==> src/rtl/multi_sig_filt_if.sv <==
// -----------------------------------------------------------------------------
// multi_sig_filt_if
// Bundles the sensor inputs, the shared stability threshold and all per-channel
// filter results of multi_sig_filt.
//   master : drives sig_in / stbl_thresh, observes filter results
//   slave  : the filter itself
// Signals:
//   sig_in      [NUM_CH]        raw asynchronous pad inputs
//   stbl_thresh [CNT_W]         stability cycles required, shared by all channels
//   filt        [NUM_CH]        filtered level
//   filt_rise   [NUM_CH]        one-cycle pulse on filtered 0->1
//   filt_fall   [NUM_CH]        one-cycle pulse on filtered 1->0
//   raw_rise    [NUM_CH]        one-cycle synchronised (unfiltered) rising edge
//   period      [NUM_CH*PER_W]  last rise-to-rise period, channel i at [i*PER_W +: PER_W]
//   period_vld  [NUM_CH]        period holds a valid, unsaturated measurement
//   stall       [NUM_CH]        period counter saturated
// -----------------------------------------------------------------------------
interface multi_sig_filt_if #(
    parameter int NUM_CH = 4,
    parameter int CNT_W  = 16,
    parameter int PER_W  = 20
);
    logic [NUM_CH-1:0]       sig_in;
    logic [CNT_W-1:0]        stbl_thresh;
    logic [NUM_CH-1:0]       filt;
    logic [NUM_CH-1:0]       filt_rise;
    logic [NUM_CH-1:0]       filt_fall;
    logic [NUM_CH-1:0]       raw_rise;
    logic [NUM_CH*PER_W-1:0] period;
    logic [NUM_CH-1:0]       period_vld;
    logic [NUM_CH-1:0]       stall;

    modport master (
        output sig_in, stbl_thresh,
        input  filt, filt_rise, filt_fall, raw_rise, period, period_vld, stall
    );

    modport slave (
        input  sig_in, stbl_thresh,
        output filt, filt_rise, filt_fall, raw_rise, period, period_vld, stall
    );
endinterface

==> src/rtl/multi_sig_filt.sv <==
// -----------------------------------------------------------------------------
// multi_sig_filt
// Debounce / glitch filter for NUM_CH independent asynchronous sensor inputs.
// Per channel: SYNC_STAGES-deep synchroniser, run-time programmable stability
// filter, filtered rise/fall pulses, unfiltered rise pulse, and rise-to-rise
// period measurement with stall detection.
// Ports:
//   clk  : system clock
//   rst  : synchronous, active-high reset; clears every register
//   bus  : multi_sig_filt_if.slave (inputs, threshold and all results)
// -----------------------------------------------------------------------------
module multi_sig_filt #(
    parameter int NUM_CH      = 4,
    parameter int SYNC_STAGES = 2,
    parameter int CNT_W       = 16,
    parameter int PER_W       = 20
) (
    input  logic            clk,
    input  logic            rst,
    multi_sig_filt_if.slave bus
);
    localparam logic [PER_W-1:0] PER_MAX = {PER_W{1'b1}};

    // sync_q[0] is the first synchroniser stage, sync_q[SYNC_STAGES-1] the last
    logic [SYNC_STAGES-1:0][NUM_CH-1:0] sync_q, sync_d;
    logic [NUM_CH-1:0]                  dly_q, dly_d;
    logic [NUM_CH-1:0][CNT_W-1:0]       cnt_q, cnt_d;
    logic [NUM_CH-1:0]                  filt_q, filt_d;
    logic [NUM_CH-1:0]                  rise_q, rise_d;
    logic [NUM_CH-1:0]                  fall_q, fall_d;
    logic [NUM_CH-1:0][PER_W-1:0]       pcnt_q, pcnt_d;
    logic [NUM_CH-1:0][PER_W-1:0]       period_q, period_d;
    logic [NUM_CH-1:0]                  vld_q, vld_d;
    logic [NUM_CH-1:0]                  first_q, first_d;

    logic [NUM_CH-1:0]                  s_w;
    logic [NUM_CH-1:0]                  changed_w;
    logic [NUM_CH-1:0]                  stall_w;

    assign s_w       = sync_q[SYNC_STAGES-1];
    assign changed_w = s_w ^ dly_q;

    always_comb begin
        sync_d   = {sync_q[SYNC_STAGES-2:0], bus.sig_in};
        dly_d    = s_w;
        cnt_d    = cnt_q;
        filt_d   = filt_q;
        rise_d   = '0;
        fall_d   = '0;
        pcnt_d   = pcnt_q;
        period_d = period_q;
        vld_d    = vld_q;
        first_d  = first_q;

        for (int i = 0; i < NUM_CH; i++) begin
            // Counter saturates at the threshold; a threshold raised later
            // simply lets it resume counting.
            if (changed_w[i]) begin
                cnt_d[i] = '0;
            end else if (cnt_q[i] < bus.stbl_thresh) begin
                cnt_d[i] = cnt_q[i] + 1'b1;
            end

            // >= so a lowered threshold releases an already-stable input at once
            if (cnt_q[i] >= bus.stbl_thresh) begin
                filt_d[i] = dly_q[i];
            end

            rise_d[i] = filt_d[i] & ~filt_q[i];
            fall_d[i] = ~filt_d[i] & filt_q[i];

            if (rise_d[i]) begin
                // +1 accounts for the edge itself so P-cycle spacing reads P
                period_d[i] = (pcnt_q[i] == PER_MAX) ? PER_MAX : pcnt_q[i] + 1'b1;
                vld_d[i]    = first_q[i] & (pcnt_q[i] != PER_MAX);
                first_d[i]  = 1'b1;
                pcnt_d[i]   = '0;
            end else begin
                pcnt_d[i] = (pcnt_q[i] == PER_MAX) ? PER_MAX : pcnt_q[i] + 1'b1;
                if (pcnt_d[i] == PER_MAX) begin
                    vld_d[i] = 1'b0;
                end
            end
        end
    end

    always_comb begin
        stall_w = '0;
        for (int i = 0; i < NUM_CH; i++) begin
            stall_w[i] = (pcnt_q[i] == PER_MAX);
        end
    end

    always_ff @(posedge clk) begin
        if (rst) begin
            sync_q   <= '0;
            dly_q    <= '0;
            cnt_q    <= '0;
            filt_q   <= '0;
            rise_q   <= '0;
            fall_q   <= '0;
            pcnt_q   <= '0;
            period_q <= '0;
            vld_q    <= '0;
            first_q  <= '0;
        end else begin
            sync_q   <= sync_d;
            dly_q    <= dly_d;
            cnt_q    <= cnt_d;
            filt_q   <= filt_d;
            rise_q   <= rise_d;
            fall_q   <= fall_d;
            pcnt_q   <= pcnt_d;
            period_q <= period_d;
            vld_q    <= vld_d;
            first_q  <= first_d;
        end
    end

    assign bus.filt       = filt_q;
    assign bus.filt_rise  = rise_q;
    assign bus.filt_fall  = fall_q;
    assign bus.raw_rise   = s_w & ~dly_q;
    assign bus.period     = period_q;
    assign bus.period_vld = vld_q;
    assign bus.stall      = stall_w;

endmodule
==> src/flat_wrapper.sv <==
// flat-port wrapper written by rule: the top's interface ports become plain ports
module multi_sig_filt_flat 
#(
    parameter int NUM_CH      = 4,
    parameter int SYNC_STAGES = 2,
    parameter int CNT_W       = 16,
    parameter int PER_W       = 20
)
  (clk, rst, bus_sig_in, bus_stbl_thresh, bus_filt, bus_filt_rise, bus_filt_fall, bus_raw_rise, bus_period, bus_period_vld, bus_stall);
  multi_sig_filt_if #(.NUM_CH(NUM_CH), .CNT_W(CNT_W), .PER_W(PER_W)) bus_i ();
  input  logic clk;
  input  logic rst;
  input wire logic [$bits(bus_i.sig_in)-1:0] bus_sig_in;
  input wire logic [$bits(bus_i.stbl_thresh)-1:0] bus_stbl_thresh;
  output wire logic [$bits(bus_i.filt)-1:0] bus_filt;
  output wire logic [$bits(bus_i.filt_rise)-1:0] bus_filt_rise;
  output wire logic [$bits(bus_i.filt_fall)-1:0] bus_filt_fall;
  output wire logic [$bits(bus_i.raw_rise)-1:0] bus_raw_rise;
  output wire logic [$bits(bus_i.period)-1:0] bus_period;
  output wire logic [$bits(bus_i.period_vld)-1:0] bus_period_vld;
  output wire logic [$bits(bus_i.stall)-1:0] bus_stall;
  assign bus_i.sig_in = bus_sig_in;
  assign bus_i.stbl_thresh = bus_stbl_thresh;
  assign bus_filt = bus_i.filt;
  assign bus_filt_rise = bus_i.filt_rise;
  assign bus_filt_fall = bus_i.filt_fall;
  assign bus_raw_rise = bus_i.raw_rise;
  assign bus_period = bus_i.period;
  assign bus_period_vld = bus_i.period_vld;
  assign bus_stall = bus_i.stall;
  multi_sig_filt #(.NUM_CH(NUM_CH), .SYNC_STAGES(SYNC_STAGES), .CNT_W(CNT_W), .PER_W(PER_W)) u_core (.clk(clk), .rst(rst), .bus(bus_i));
endmodule
==> config.mk <==
export PLATFORM = sky130hd
export DESIGN_NAME = multi_sig_filt_flat
export DESIGN_NICKNAME = d
export VERILOG_FILES = /design/src/rtl/multi_sig_filt_if.sv /design/src/rtl/multi_sig_filt.sv /design/src/flat_wrapper.sv
export SDC_FILE = /design/constraint.sdc
export NUM_CORES = 1
export LEC_CHECK = 0
export BUFFER_PORTS_ARGS = -buffer_cell sky130_fd_sc_hd__buf_4
export CORE_MARGIN = 2
export CORE_UTILIZATION = 39
export CTS_CLUSTER_SIZE = 25
export DETAILED_ROUTE_END_ITERATION = 6
export HOLD_SLACK_MARGIN = 0.15
export PLACE_DENSITY_LB_ADDON = 0.08
export SYNTH_ARGS = -nofsm -noshare
export SYNTH_HDL_FRONTEND = slang
export SYNTH_SLANG_ARGS = --single-unit
==> constraint.sdc <==
create_clock -name clk -period 3.3 [get_ports clk]
set_input_delay 0.99 -clock clk [delete_from_list [all_inputs] [get_ports clk]]
set_output_delay 0.99 -clock clk [all_outputs]
set_load 0.02 [all_outputs]
Yosys cells after proc, flatten, opt, wreduce, memory -nomap -nowiden
Index checks and enable logic that the tools add are counted.
{"block": "op_classes", "mux": 16, "order_cmp": 8, "bitwise": 23, "n_addsub": 8, "eq_ne": 12, "reduce_logical": 12}
{"op": "$eq A20 B20 Y1 const B", "n": 8}
{"op": "$add A20 B1 Y20 const B", "n": 4}
{"op": "$mux W20", "n": 4}
{"op": "$ne A20 B20 Y1 const B", "n": 4}
{"op": "$add A16 B1 Y16 const B", "n": 4}
{"op": "$ge A16 B16 Y1", "n": 4}
{"op": "$lt A16 B16 Y1", "n": 4}
{"op": "$reduce_or A2 Y1", "n": 8}
{"op": "$and A1 B1 Y1", "n": 12}
{"op": "$mux W1", "n": 12}
{"op": "$not A1 Y1", "n": 8}
{"op": "$reduce_bool A2 Y1", "n": 4}
{"op": "$and A4 B4 Y4", "n": 1}
{"op": "$not A4 Y4", "n": 1}
{"op": "$xor A4 B4 Y4", "n": 1}
{"block": "word_totals", "register_bits": 256}

Depth between registers and ports, before layout
{"block": "depth", "word_depth": 5, "mapped_depth": 12, "depth_no_buf": 11}

Worst setup path after synthesis
Ideal clock, no wire load.
{"block": "synth_timing", "kind": "in2reg", "from": "input bus_stbl_thresh[11]", "to": "register u_core.cnt_q[12] (netlist bit)", "required_ns": 3.230, "n_path_buf": 2, "setup_ns": 0.070, "slack_ns": -0.007, "arrival_time_ns": 3.237, "stages": 11, "path_cell_list": "inv_1 > ha_1 > nand4_1 > nor3_1 > a21boi_1 > o31a_1 > clkbuf_1 > or3_1 > clkbuf_1 > or4_1 > a21oi_1"}
{"block": "synth_via", "elab_chain_len": 1}
{"element": "start: declaration", "line": "flat_wrapper.sv:14", "text": "input wire logic [$bits(bus_i.stbl_thresh)-1:0] bus_stbl_thresh;"}
{"element": "$lt A16 B16 Y1", "line": "multi_sig_filt.sv:60", "text": "end else if (cnt_q[i] < bus.stbl_thresh) begin"}
{"element": "end signal: assignment", "line": "multi_sig_filt.sv:109", "text": "cnt_q <= cnt_d;"}
{"element": "end: declaration", "line": "multi_sig_filt.sv:27", "text": "logic [NUM_CH-1:0][CNT_W-1:0] cnt_q, cnt_d;"}
Every way passes these cells.
A chain may end at the register's enable or synchronous reset.

Final worst setup path
{"block": "layout_timing", "from": "register u_core.pcnt_q[41] (netlist bit)", "to": "output bus_stall[2]"}
{"block": "layout_via", "elab_chain_len": 1}
{"element": "start: declaration", "line": "multi_sig_filt.sv:31", "text": "logic [NUM_CH-1:0][PER_W-1:0] pcnt_q, pcnt_d;"}
{"element": "start signal: assignment", "line": "multi_sig_filt.sv:113", "text": "pcnt_q <= pcnt_d;"}
{"element": "$eq A20 B20 Y1", "line": "multi_sig_filt.sv:90", "text": "stall_w[i] = (pcnt_q[i] == PER_MAX);"}
{"element": "end: declaration", "line": "flat_wrapper.sv:21", "text": "output wire logic [$bits(bus_i.stall)-1:0] bus_stall;"}
Every way passes these cells.

==> impl_metrics.tcl <==
set metrics [dict create \
    outcome "finished, final reports clean" \
    yosys.area.top_type "sky130_fd_sc_hd__dfxtp_1" \
    maxCapViolations 0 \
    wl_per_cell_um 15.6 \
    setup_violations 0 \
    total_clock_buffers_created_by_cts 30 \
    final.setup_skew_ns 0.0283 \
    die_height_um 184 \
    grt_remaining_overflow 0 \
    finalHoldViolations 0 \
    synthTopCellsByArea "sky130_fd_sc_hd__dfxtp_1, sky130_fd_sc_hd__ha_1, sky130_fd_sc_hd__nor2_1, sky130_fd_sc_hd__nand2_1, sky130_fd_sc_hd__a211oi_1" \
    worstMarginPinSlew_ns 0.768 \
    clkLatencyLatePin_ns 0.58 \
    worst_ep_required_time_ns 2.31 \
    finalSetupTns_ns 0 \
    power_per_cell_area_nw_per_um2 442 \
    yosysTopAreaCellShare 0.406 \
    route.antenna.remaining_nets 0 \
    number_of_standard_cells_after_synthesis 1475 \
    gp_congestion 0.818 \
    final.hold.worst_slack_ns 0.439 \
    critPathLaunchType "register" \
    drtPass1Iterations 4 \
    fillerInstances 3092 \
    layout_common_cells "sky130_fd_sc_hd__dfxtp_1, sky130_fd_sc_hd__nor2_1, sky130_fd_sc_hd__buf_4" \
    initialDrtViolationCount 597 \
    num_antenna_cells 0 \
    area.growth.synth_to_final_pct 23.7 \
    antenna_found_initial 0 \
    timing.hold.worst.start "u_core.sync_d[7]" \
    post-route-min-period_ns 3.19 \
    synth.distinct_cells 78 \
    die_w_um 184 \
    synth-seq-area-share 0.406 \
    place.port_buffers 125 \
    effective_utilization_at_floorplan 0.398 \
    detail_route.vias_per_cell 5.28 \
    clock_path_buffers 3 \
    dieArea_um2 33800 \
    crit_path_max_fanout 4 \
    worst_path_max_delay_cell "sky130_fd_sc_hd__or4_4" \
    ys_dominant_reg_cell "sky130_fd_sc_hd__dfxtp_1" \
    period_share 0.965 \
    placement_rows 65 \
    post_route_cell_area_um2 15600 \
    post_synth_instance_area_um2 12600 \
    synth.yosys.warnings 0 \
    min-delay-path-class "register to register" \
    dpl_cell_area_um2 14500 \
    number_of_enable_type_register_cells_in_the_synthesized_netlist 0 \
    dr_total_vias 10959 \
    worstSetupPathType "register to output port" \
    worstPathArrival_ns 2.20 \
    mostFrequentLayoutCell "sky130_fd_sc_hd__dfxtp_1" \
    core_area_um2 31700 \
    grt_setup_unrepaired "no" \
    grt_usage 0.192 \
    relative_slew_slack 0.487 \
    syn_area_per_cell_um2 8.55 \
    pin_count_of_the_biggest_net_entering_global_routing 57 \
    clock_sink_total 256 \
    async_flop_share 0 \
    totalWireLength_um 32400 \
    regToRegStartpoint "u_core.pcnt_q[41]" \
    final-max-slew-violation-count 0 \
    worstPathCellList "ha_1 > nand4_2 > or4_4 > nor2_8 > buf_4" \
    drcViolationCount 0 \
    fmax_mhz 314 \
    end_kind "output port" \
    htree_num_levels 1 \
    crit_path_start "u_core.pcnt_q[41]" \
    clk_tree_root_cell "sky130_fd_sc_hd__clkbuf_16" \
    layout.nets 1749 \
    tritoncts "done" \
    vias_in_the_first_global_route 10285 \
    global_route_wire_length_before_repair_um 53700 \
    yosys_register_bits 256 \
    floorplan.io_pins 126 \
    drive_gt1_frac 0.178 \
    clk_transition_reported_paths_ns 0.06 \
    detailedPlacementHpwl_um 23800 \
    power_leakage_nw 6.43 \
    worst_path_largest_cell_delay_ns 0.59 \
    ir_worst_vdd_v 0.000413 \
    synth_fp_nets 1573 \
]
==> Yosys cell counts (all sizes together), types with 5 or more instances <==
master,n
a21oi,68
nand4,55
or4,21
or3,19
o2bb2ai,19
o211ai,9
mux2i,32
a211oi,46
nor3b,7
nand3b,6
a31oi,12
nand2b,16
nor2,242
o21ai,27
nor2b,28
dfxtp,256
inv,57
o31ai,14
buf,14
clkbuf,54
a41o,6
a21o,23
nand3,47
or2,5
o21a,15
nor3,39
ha,76
and3,21
mux2,5
and4,11
nor4,13
xor2,19
xnor2,39
and2,11
nand2,95
==> final cells by class <==
cell class	instances	area (um2)	share of cell area
multi-input combinational	1093	7050	0.452
tap	402	503	0.0322
sequential	256	5130	0.329
inverter	58	220	0.0141
timing repair buffer	212	1650	0.106
clock inverter	10	129	0.00826
clock buffer	43	910	0.0583
==> metal layers <==
metal / up-vias / track usage / share of wire
li1: 5658 / - / -
met1: 5081 / 0.278 / 0.50
met2: 183 / 0.306 / 0.44
met3: 37 / 0.0267 / 0.041
met4: 0 / 0.0394 / 0.019
met5: - / 0 / 0
==> stage by stage <==
stage                     total power, W   util  instances  worst slack [ns]
after floorplan                  0.00342      -       1475            0.0201
after global placement           0.00356  0.456       2016           -0.0637
after detailed placement         0.00356  0.456       2016            -0.159
after CTS                        0.00700  0.491       2072            0.0245
after global routing             0.00717  0.492       2074            0.0232
final                            0.00690  0.492       2074             0.114
==> timing repair <==
| item | CTS | global route |
|---|---|---|
| setup endpoints to repair | 3 | 2 |
| gates resized for setup | 8 | 6 |
| pin swaps | 2 | 2 |
| hold buffers | 0 | 0 |
| buffers inserted | 3 | 2 |
==> registers in the layout, summed over array words and instances, names as in the netlist <==
| signal | cells |
|---|---|
| u_core.first_q | 4 |
| u_core.bus.filt_fall | 4 |
| u_core.bus.filt | 4 |
| u_core.bus.period_vld | 4 |
| u_core.dly_d | 4 |
| u_core.dly_q | 4 |
| u_core.bus.filt_rise | 4 |
| u_core.cnt_q | 64 |
| u_core.bus.period | 80 |
| u_core.sync_d | 4 |
| u_core.pcnt_q | 80 |
==> kinds of logic (layout without fill, tap and decap cells) <==
family                     count (synthesis)  count (layout)  synth area share
buffers and inverters                    126             323            0.0387
AOI/OAI and AO/OA                        274             274             0.149
DFF                                      256             256             0.406
adders and majority gates                 76              76            0.0754
muxes                                     37              37            0.0299
and+or+nand+nor                          648             648             0.260
xor gates and xnor gates                  58              58            0.0403
==> path summary, 6_finish.rpt <==
kind | endpoint | slack [ns] | cells past startpoint
max | bus_stall[2] | 0.11 | 5
min | u_core.dly_d[3] | 0.44 | 1
max reg2reg | u_core.bus.period_vld[2] | 0.25 | 9
min reg2reg | u_core.dly_d[3] | 0.44 | 1
==> critical path, delay by kind of cell (launching register included) <==
family / cells / cell delay (ns)
flip-flops: 1 / 0.39
buffers and inverters: 1 / 0.16
adder cells (fa/ha/maj): 1 / 0.22
AND/OR/NAND/NOR: 3 / 0.86
==> report_power, final <==
part           internal (W)  switching [W]  leakage, nW
Combinational      0.000141       0.000198         3.85
Clock               0.00206        0.00134        0.519
Sequential          0.00312      0.0000331         2.07
Note: power is estimated with default switching activity, not from simulation.
